File: src/rtl/serial_register_reader_if.sv
// Handshake/bus bundle for serial_register_reader.
//   load_req/data_in/load_ack : snapshot request side
//   out_bit/out_valid/out_ready/out_last : serial stream side
//   busy : reader is streaming a frame
// Modports: slave = the reader itself, master = whoever drives requests and
// consumes the stream.
interface serial_register_reader_if #(
  parameter int WIDTH = 8
);
  logic             load_req;
  logic [WIDTH-1:0] data_in;
  logic             load_ack;
  logic             busy;
  logic             out_bit;
  logic             out_valid;
  logic             out_ready;
  logic             out_last;

  modport slave (
    input  load_req, data_in, out_ready,
    output load_ack, busy, out_bit, out_valid, out_last
  );

  modport master (
    output load_req, data_in, out_ready,
    input  load_ack, busy, out_bit, out_valid, out_last
  );
endinterface

File: src/rtl/serial_register_reader.sv
// serial_register_reader
// Snapshots a WIDTH-bit parallel register on request and streams it out one
// bit per beat, LSB first, over a valid/ready handshake. The upstream register
// is free again as soon as load_ack pulses.
//
// Ports:
//   clk   : rising-edge clock
//   reset : asynchronous, active-low; clears all state
//   bus   : serial_register_reader_if.slave (load_req, data_in, load_ack,
//           busy, out_bit, out_valid, out_ready, out_last)
//
// Build option: SERIAL_READER_PARITY_EN appends an even-parity beat (XOR of
// the snapshot) after the WIDTH data beats; out_last then marks that beat.
//
// state | meaning
// IDLE  | waiting for load_req; all outputs low
// SHIFT | offering shreg[0]; advances on out_valid & out_ready
module serial_register_reader #(
  parameter int WIDTH = 8,
  parameter int CNT_W = $clog2(WIDTH + 2)
) (
  input logic                     clk,
  input logic                     reset,
  serial_register_reader_if.slave bus
);

`ifdef SERIAL_READER_PARITY_EN
  localparam int BEATS = WIDTH + 1;
`else
  localparam int BEATS = WIDTH;
`endif
  localparam logic [CNT_W-1:0] LAST_CNT = CNT_W'(BEATS - 1);

  typedef enum logic {IDLE, SHIFT} state_t;

  state_t           state, state_nxt;
  logic [BEATS-1:0] shreg;
  logic [CNT_W-1:0] cnt;
  logic             load_ack_q;
  logic             in_shift;
  logic             last_beat;
  logic             load_fire;
  logic             beat_fire;

  assign in_shift  = (state == SHIFT);
  assign last_beat = in_shift && (cnt == LAST_CNT);
  assign load_fire = (state == IDLE) && bus.load_req;
  assign beat_fire = in_shift && bus.out_ready;

  always_comb begin
    state_nxt = state;
    case (state)
      IDLE:    if (bus.load_req) state_nxt = SHIFT;
      SHIFT:   if (bus.out_ready && last_beat) state_nxt = IDLE;
      default: state_nxt = IDLE;
    endcase
  end

  always_ff @(posedge clk or negedge reset) begin
    if (!reset) state <= IDLE;
    else        state <= state_nxt;
  end

  // Parity (when enabled) rides in the top bit of the shift register so the
  // extra beat falls out of the normal right shift.
  always_ff @(posedge clk or negedge reset) begin
    if (!reset) begin
      shreg      <= '0;
      cnt        <= '0;
      load_ack_q <= 1'b0;
    end else begin
      load_ack_q <= load_fire;
      if (load_fire) begin
`ifdef SERIAL_READER_PARITY_EN
        shreg <= {^bus.data_in, bus.data_in};
`else
        shreg <= bus.data_in;
`endif
        cnt   <= '0;
      end else if (beat_fire) begin
        shreg <= {1'b0, shreg[BEATS-1:1]};
        cnt   <= cnt + 1'b1;
      end
    end
  end

  // Outputs decode straight from registered state so an async reset drops
  // them without waiting for an edge.
  assign bus.load_ack  = load_ack_q;
  assign bus.busy      = in_shift;
  assign bus.out_valid = in_shift;
  assign bus.out_bit   = in_shift & shreg[0];
  assign bus.out_last  = last_beat;

endmodule

File: src/flat_wrapper.sv
// flat-port wrapper written by rule: the top's interface ports become plain ports
module serial_register_reader_flat 
#(
  parameter int WIDTH = 8,
  parameter int CNT_W = $clog2(WIDTH + 2)
)
  (clk, reset, bus_load_req, bus_data_in, bus_out_ready, bus_load_ack, bus_busy, bus_out_bit, bus_out_valid, bus_out_last);
  serial_register_reader_if #(.WIDTH(WIDTH)) bus_i ();
  input logic clk;
  input logic reset;
  input wire logic [$bits(bus_i.load_req)-1:0] bus_load_req;
  input wire logic [$bits(bus_i.data_in)-1:0] bus_data_in;
  input wire logic [$bits(bus_i.out_ready)-1:0] bus_out_ready;
  output wire logic [$bits(bus_i.load_ack)-1:0] bus_load_ack;
  output wire logic [$bits(bus_i.busy)-1:0] bus_busy;
  output wire logic [$bits(bus_i.out_bit)-1:0] bus_out_bit;
  output wire logic [$bits(bus_i.out_valid)-1:0] bus_out_valid;
  output wire logic [$bits(bus_i.out_last)-1:0] bus_out_last;
  assign bus_i.load_req = bus_load_req;
  assign bus_i.data_in = bus_data_in;
  assign bus_i.out_ready = bus_out_ready;
  assign bus_load_ack = bus_i.load_ack;
  assign bus_busy = bus_i.busy;
  assign bus_out_bit = bus_i.out_bit;
  assign bus_out_valid = bus_i.out_valid;
  assign bus_out_last = bus_i.out_last;
  serial_register_reader #(.WIDTH(WIDTH), .CNT_W(CNT_W)) u_core (.clk(clk), .reset(reset), .bus(bus_i));
endmodule
File: config.mk
export PLATFORM = sky130hd
export DESIGN_NAME = serial_register_reader_flat
export DESIGN_NICKNAME = d
export VERILOG_FILES = /design/src/rtl/serial_register_reader_if.sv /design/src/rtl/serial_register_reader.sv /design/src/flat_wrapper.sv
export SDC_FILE = /design/constraint.sdc
export NUM_CORES = 1
export LEC_CHECK = 0
export CAP_MARGIN = 5
export CORE_MARGIN = 2
export CORE_UTILIZATION = 40
export DETAILED_ROUTE_END_ITERATION = 6
export GPL_TIMING_DRIVEN = 0
export PLACE_DENSITY = 0.67
export SYNTH_ARGS = -nofsm -noshare
export SYNTH_HDL_FRONTEND = slang
export SYNTH_SLANG_ARGS = --single-unit
export TNS_END_PERCENT = 100
File: constraint.sdc
create_clock -name clk -period 3.2 [get_ports clk]
set_input_delay 0.32 -clock clk [delete_from_list [all_inputs] [get_ports clk]]
set_output_delay 0.32 -clock clk [all_outputs]
set_load 0.01 [all_outputs]
======== After elaboration in Yosys (flattened, before gate mapping) ========
Cells that the tools add are included.
cells by class
  add/subtract/negate cells ............... 1
  equality and inequality tests ........... 1
  multiplexer cells ....................... 7
  bitwise operators ....................... 2
  reduce and logical (&&, ||, !) cells .... 5
operators with widths
  operator                                       count
  two-way mux 8 bit                              2
  two-way mux 4 bit                              2
  adder 4 x 1 -> 4 bit, second input constant    1
  == test 4 x 3 -> 1 bit, second input constant  1
  logical AND 1 bit                              4
  two-way mux 1 bit                              2
  one-hot mux 1 bit (2 select lines)             1
  nonzero test 2 bit                             1
  bitwise AND 1 bit                              1
  inverter 1 bit                                 1
storage, ports and cells
  bits in registers ....................... 14
  input port bits ......................... 12
  logic and storage cells ................. 20

======== Longest topological paths before layout ========
Gate-level depths: netlist of the first run.
  depth in word-level cells ............... 5
  depth in mapped cells ................... 4
  mapped depth without buffers ............ 4

======== Worst setup path after synthesis of the first run ========
Ideal clock, no wire load.
  kind .................................... register to register
  start point ............................. reg u_core.cnt[0]
  end point ............................... reg u_core.cnt[1]
  data arrival time ....................... 1.115 ns
  slack ................................... 1.964 ns
  stages on the path, launching flop included .. 4
  path through ............................ dfrtp_1 ha_1 mux2_4 a22o_1
between the ends
  cells in the longest elaborated chain, start to end .. 3
ends and longest elaborated chain
  item                      line                          RTL
  start: declaration        serial_register_reader.sv:38  logic [CNT_W-1:0] cnt;
  start signal: assignment  serial_register_reader.sv:82  cnt <= cnt + 1'b1;
  adder 4 x 1 -> 4 bit      serial_register_reader.sv:82
  two-way mux 4 bit         serial_register_reader.sv:80  end else if (beat_fire) begin
  two-way mux 4 bit         serial_register_reader.sv:73  if (load_fire) begin
Every way passes these cells. The select of a mux whose other input is x is not followed.
A chain may end at the register's enable or synchronous reset.

======== Worst setup path after layout of the first run ========
  start point ............................. reg u_core.cnt[0]
  end point ............................... out bus_out_last
between the ends
  cells in the longest elaborated chain, start to end .. 2
ends and longest elaborated chain
  item                    line                          RTL
  == test 4 x 3 -> 1 bit  serial_register_reader.sv:46  assign last_beat = in_shift && (cnt == LAST_CNT);
  logical AND 1 bit       serial_register_reader.sv:46
  end: declaration        flat_wrapper.sv:18            output wire logic [$bits(bus_i.out_last)-1:0] bus_out_last;
Every way passes these cells.

==> results of run 1 <==
[worst register-to-register path, cell delays in order, from the launching register on]
cell	delay (ns)
dfrtp_1	0.44
ha_1	0.31
mux2_4	0.25
a22o_1	0.19
[report_power, final]
group / internal (mW) / switching (mW)
clock: 0.0692 / 0.0577
sequential: 0.243 / 0.0556
combinational: 0.141 / 0.0977
[cell families after synthesis]
kind of cell	count (synthesis)
simple gates	21
compound gates	15
flops	14
buf+inv	5
mux	4
xor+xnor	1
fa+ha+maj	1
[per-stage QoR]
step / util (%) / cell area [sq um] / total power, mW / setup WS [ns] / hold slack [ns]
3_3_place_gp: 54.7 / 853 / 0.532 / 1.49 / 0.494
3_5_place_dp: 54.7 / 853 / 0.541 / 1.51 / 0.494
2_1_floorplan: - / 683 / 0.457 / 1.96 / 0.0244
5_1_grt: 57.1 / 890 / 0.709 / 1.11 / 0.264
4_1_cts: 57.1 / 890 / 0.673 / 1.18 / 0.258
6_report: 57.1 / 890 / 0.665 / 1.19 / 0.269
[layer usage]
| metal | wire (um) | share of wire (%) |
|---|---|---|
| met5 | 0 | 0 |
| met4 | 12 | 0.94 |
| met3 | 55 | 4.3 |
| met2 | 611 | 48 |
| met1 | 601 | 47 |
[layout by cell type (no fill, tap or decap)]
master | Yosys | routed
a211oi_1 | 1 | 1
a21boi_1 | 1 | 1
a21oi_1 | 2 | 2
a22o_1 | 2 | 2
and2_1 | 1 | 1
and4b_1 | 1 | 1
buf_4 | 2 | 2
buf_6 | 1 | 1
clkbuf_4 | 0 | 3
clkbuf_8 | 0 | 1
clkdlybuf4s50_1 | 0 | 15
dfrtp_1 | 14 | 14
ha_1 | 1 | 1
inv_1 | 2 | 2
mux2_4 | 2 | 2
mux2i_1 | 1 | 1
mux2i_4 | 1 | 1
nand2_1 | 1 | 1
nand2_2 | 1 | 1
nand2b_1 | 1 | 1
nand3_1 | 1 | 1
nand4_1 | 1 | 1
nor2_1 | 6 | 6
nor2_2 | 7 | 7
nor2b_1 | 1 | 1
o21ai_1 | 2 | 2
o21ai_2 | 1 | 1
o22ai_1 | 6 | 6
xnor2_1 | 1 | 1
[synth_stat cells, types with 2 or more instances]
master / n / area [sq um]
dfrtp_1: 14 / 350
nor2_2: 7 / 43.8
nor2_1: 6 / 22.5
o22ai_1: 6 / 37.5
a21oi_1: 2 / 10.0
a22o_1: 2 / 17.5
buf_4: 2 / 15.0
inv_1: 2 / 7.51
mux2_4: 2 / 30.0
o21ai_1: 2 / 10.0
[how the worst max path moves through the flow]
stage / from / endpoint / slack (ns) / depth (start not counted)
finish: u_core.cnt[0] / bus_out_last / 1.19 / 3
CTS: u_core.cnt[0] / bus_out_last / 1.18 / 3
global placement: u_core.cnt[0] / bus_out_last / 1.49 / 3
floorplan: u_core.cnt[0] / u_core.cnt[1] / 1.96 / 3
global route: u_core.cnt[0] / bus_out_last / 1.11 / 3
detailed placement: u_core.cnt[0] / bus_out_last / 1.51 / 3
[registers in the layout (all words and copies together) (netlist names)]
register and count:
u_core.shreg 8, u_core.bus.load_ack 1, u_core.cnt 4, u_core.bus.busy 1
[cell type report]
type,instances,area (sq um)
buffer,3,26.3
timing repair buffer,15,150
multi-input combinational,42,299
clock buffer,4,36.3
tap,16,20.0
inverter,2,7.51
fill,135,669
sequential,14,350
==> results_dict.tcl, run 1 <==
set metrics [dict create \
    synth_edf_count 0 \
    r2r_end "u_core.cnt[1]" \
    rsz0062_at_grt "false" \
    yosys.area_share.simple_pct 17.0 \
    worst_pin_slew_ns 0.619 \
    async_reset_ff_share_pct 100 \
    vias_per_cell 5.26 \
    layout_min_cycle_time_ns 2.01 \
    synth_fp_nets 74 \
    avgSynthCellArea_sq_um 11.2 \
    cts.clk_slew.worst_paths_ns 0.09 \
    syn-instance-count 61 \
    drive_gt1_share_pct 23.8 \
    fin_setup_tns_ns 0 \
    power_density_nw_per_um2 747 \
    finalHoldViolCount 0 \
    startpoint_type "flop" \
    crit_required_ns 2.88 \
    grt_pass1_vias 446 \
    cts.sinks 14 \
    area_delta_synth_final_pct 30.2 \
    ant_nets 0 \
    arrival_ns 1.69 \
    crit_path_end_kind "primary output" \
    path_delay_family "buffers and inverters" \
    crit_path_max_incr_delay_ns 0.53 \
    synth_flop_cell "dfrtp_1" \
    place.gp.congestion 0.654 \
    cts-root-buf "clkbuf_4" \
    grt_use_met3_pct 2.80 \
    crit_type "reg -> out" \
    clock_path_buffers 2 \
    diodes 0 \
    power_leakage_nw 0.376 \
    fin_worst_skew_ns 0.00431 \
    grt_pass1_wl_um 2060 \
    peakVddDrop_mv 0.357 \
    r2r-start "u_core.cnt[0]" \
    clk_latency_ns 0.28 \
    design.die.area_sq_um 2050 \
    vias 505 \
    htreeDepth 1 \
    postCtsSetupBuffers 0 \
    run_status "finished, final reports clean" \
    cts_buffers 3 \
    rrSetupSlack_ns 1.88 \
    rr_worst_depth 3 \
    whs_path_depth 2 \
    synth_adder_area_share_pct 1.83 \
    place_inst 92 \
    wirelength_um 1280 \
    use_met1_pct 20.7 \
    antenna_found_initial 0 \
    setup_viol 0 \
    relSlewSlack_pct 58.6 \
    drc_errors 0 \
    synthMuxAreaShare_pct 9.16 \
    ys.warnings.count 0 \
    synth_compound_area_share_pct 14.5 \
    timing.fmax_ghz 0.498 \
    first_pass_iters 4 \
    portBuffers 15 \
    ioPinCount 17 \
    synth_xor_area_share_pct 1.28 \
    die_x_um 45.3 \
    cts_tree "done" \
    grt_max_degree 15 \
    cap_viol_max_count 0 \
    path_cells "ha_1 > and4b_1 > clkdlybuf4s50_1" \
    stdcell_count 96 \
    synth_cell_type_count 26 \
    busiest_layer "met1" \
    use_met2_pct 20.6 \
    die_h_um 45.3 \
    slew_viol_final 0 \
    synth-seq-cells 14 \
    initial_core_util_pct 43.8 \
    whs_endpoint "u_core.bus.busy" \
    hp-start "bus_out_ready" \
    dp_hpwl_um 898 \
    min_path_type "in -> reg" \
    crit_fanout 3 \
    crit_buf_inv 1 \
    overflow 0 \
    fin_crit_sh_pct 62.7 \
    dr.first_iter.drc_count 10 \
    synth.cell_area_sq_um 683 \
    ctsResizeCount 0 \
    synth_top_family_by_area "simple AND/OR/NAND/NOR gates" \
    synth-seq-area-share_pct 51.3 \
    rows 14 \
    track_usage_pct 14.4 \
    cp_slowest_cell "clkdlybuf4s50_1" \
    layout.nets 94 \
    routedWlPerCell_um 13.3 \
    cts_hold_buf 0 \
    core_area_sq_um 1560 \
]
No activity file was read; power rests on OpenSTA's default activity.
==> run 2: changes to the inputs <==
PLACE_DENSITY = 0.7   (was 0.67)
clock period = 1.75 ns   (was 3.2 ns; I/O delays follow)
==> run 2 against run 1 <==
Compared with the run above:
- sequential power grew 76%
- via count is 2.8% higher
- setup slack worse by 1.1 ns
- final cell count is 3.1% higher
- critical path type unchanged
- highest routed layer unchanged
==> results_dict.tcl, run 2 (synthesis results as in run 1) <==
set metrics [dict create \
    run_status "finished, final reports clean" \
    p_seq_share_pct 42.5 \
    crit_path_end_kind "primary output" \
    peakVddDrop_mv 0.660 \
    power_leakage_nw 0.394 \
    die_x_um 45.3 \
    relSlewSlack_pct 57.4 \
    routedWlPerCell_um 12.7 \
    cts.sinks 14 \
    stdcell_count 99 \
    rsz0062_at_grt "false" \
    first_pass_iters 4 \
    grt_pass1_vias 468 \
    cts_tree "done" \
    vias 519 \
    grt_max_degree 15 \
    crit_required_ns 1.57 \
    path_cells "buf_4 > and2_1 > clkdlybuf4s50_1" \
    core_area_sq_um 1560 \
    largest_reg_flops 8 \
    multiInputGateArea_sq_um 299 \
    htreeDepth 1 \
    layout.nets 97 \
    drc_errors 0 \
    track_usage_pct 13.7 \
    rows 14 \
    finalHoldViolCount 0 \
    die_h_um 45.3 \
    grt_pass1_wl_um 1970 \
    cts_hold_buf 0 \
    wirelength_um 1260 \
    p_sw_mw 0.386 \
    worst_pin_slew_ns 0.636 \
    clock_path_buffers 2 \
    fill_cells 144 \
    slew_viol_final 0 \
    area_delta_synth_final_pct 33.3 \
    ioPinCount 17 \
    dp_hpwl_um 839 \
    reg_top3 "u_core.shreg: 8 flops, u_core.cnt: 4 flops" \
    place.gp.congestion 0.695 \
    fin_crit_sh_pct 93.7 \
    cts.clk_slew.worst_paths_ns 0.08 \
    clk_latency_ns 0.27 \
    top_register "u_core.shreg" \
    cts-root-buf "clkbuf_4" \
    drive_gt1_share_pct 26.5 \
    overflow 0 \
    crit_type "reg -> out" \
    place_inst 92 \
    timing.fmax_ghz 0.610 \
    power_density_nw_per_um2 1360 \
    vias_per_cell 5.24 \
    startpoint_type "flop" \
    ant_nets 0 \
    cts_buffers 3 \
    swShare_pct 31.1 \
    min_path_type "in -> reg" \
    design.die.area_sq_um 2050 \
    layout_min_cycle_time_ns 1.64 \
    diodes 0 \
    power.share.combinational_pct 38.9 \
    portBuffers 15 \
    dr.first_iter.drc_count 13 \
    fin_worst_skew_ns 0.00230 \
    crit_path_max_incr_delay_ns 0.52 \
    fin_setup_tns_ns 0 \
    antenna_found_initial 0 \
    p_int_mw 0.854 \
    setup_viol 0 \
    seq_area_sq_um 350 \
    cp_slowest_cell "clkdlybuf4s50_1" \
    p_clk_share_pct 18.6 \
    crit_fanout 10 \
    arrival_ns 1.47 \
    cap_viol_max_count 0 \
    initial_core_util_pct 43.8 \
    final_cell_mix "clkdlybuf4s50_1 (14), dfrtp_1 (14), nor2_2 (7)" \
]
==> run 2: changes by cell type in the layout (fill, tap and decap cells not counted), sizes merged <==
cell and delta:
clkdlybuf4s50 -1, buf +3, dlygate4sd2 +1
==> run 2: worst paths after layout <==
kind / slack [ns] / to / from / cells past startpoint
min in group asynchronous: 0.29 / u_core.shreg[6] / reset / 1
worst max register to register: 0.52 / u_core.cnt[1] / u_core.cnt[0] / 3
max in group asynchronous: 1.06 / u_core.cnt[1] / reset / 1
worst max-delay path: 0.11 / bus_out_bit / u_core.bus.busy / 3
worst min register to register: 0.51 / u_core.cnt[2] / u_core.cnt[2] / 1
worst min-delay path: 0.12 / u_core.bus.busy / bus_out_ready / 2
==> run 2: worst max-delay path: cells and delay by family, from the launching register on <==
| family | cells | cell delay, ns |
|---|---|---|
| simple gates | 1 | 0.13 |
| flops | 1 | 0.36 |
| buf+inv | 2 | 0.69 |
==> run 2: layer usage <==
layer,track usage [%],vias to the layer above,wire length (um)
met5,0,-,0
met4,5.29,0,4
met3,2.40,2,72
met2,22.0,17,576
met1,18.3,242,604
li1,-,258,-
==> run 2: timing repair <==
action	CTS	global route
buffers inserted	3	0
resized for setup	1	0
endpoints found under the setup margin	1	0
==> run 2: metrics by stage <==
| stage | power, mW | hold slack, ns | instance area, sq um | setup WS, ns | util (%) |
|---|---|---|---|---|---|
| after floorplan | 0.836 | -0.121 | 683 | 0.514 | - |
| after global placement | 0.968 | 0.407 | 853 | 0.183 | 54.7 |
| after detailed placement | 0.984 | 0.408 | 853 | 0.186 | 54.7 |
| after CTS | 1.25 | 0.110 | 911 | 0.104 | 58.4 |
| after global routing | 1.33 | 0.122 | 911 | 0.0248 | 58.4 |
| final | 1.24 | 0.121 | 911 | 0.110 | 58.4 |
==> run 2: layout make-up <==
class | count | area share [%]
plain buffers | 3 | 2.88
clock buffers | 4 | 3.98
well taps | 16 | 2.20
multi-input cells | 42 | 32.8
repair buffers | 18 | 18.8
inverters | 2 | 0.824
flip-flops and latches | 14 | 38.5
==> run 2: power groups by stage <==
stage	combinational [mW]	sequential (mW)	clock [mW]
3_5_place_dp	0.435	0.548	0
2_1_floorplan	0.302	0.533	0
5_1_grt	0.537	0.546	0.247
4_1_cts	0.487	0.525	0.237
3_3_place_gp	0.425	0.543	0
6_report	0.483	0.527	0.230
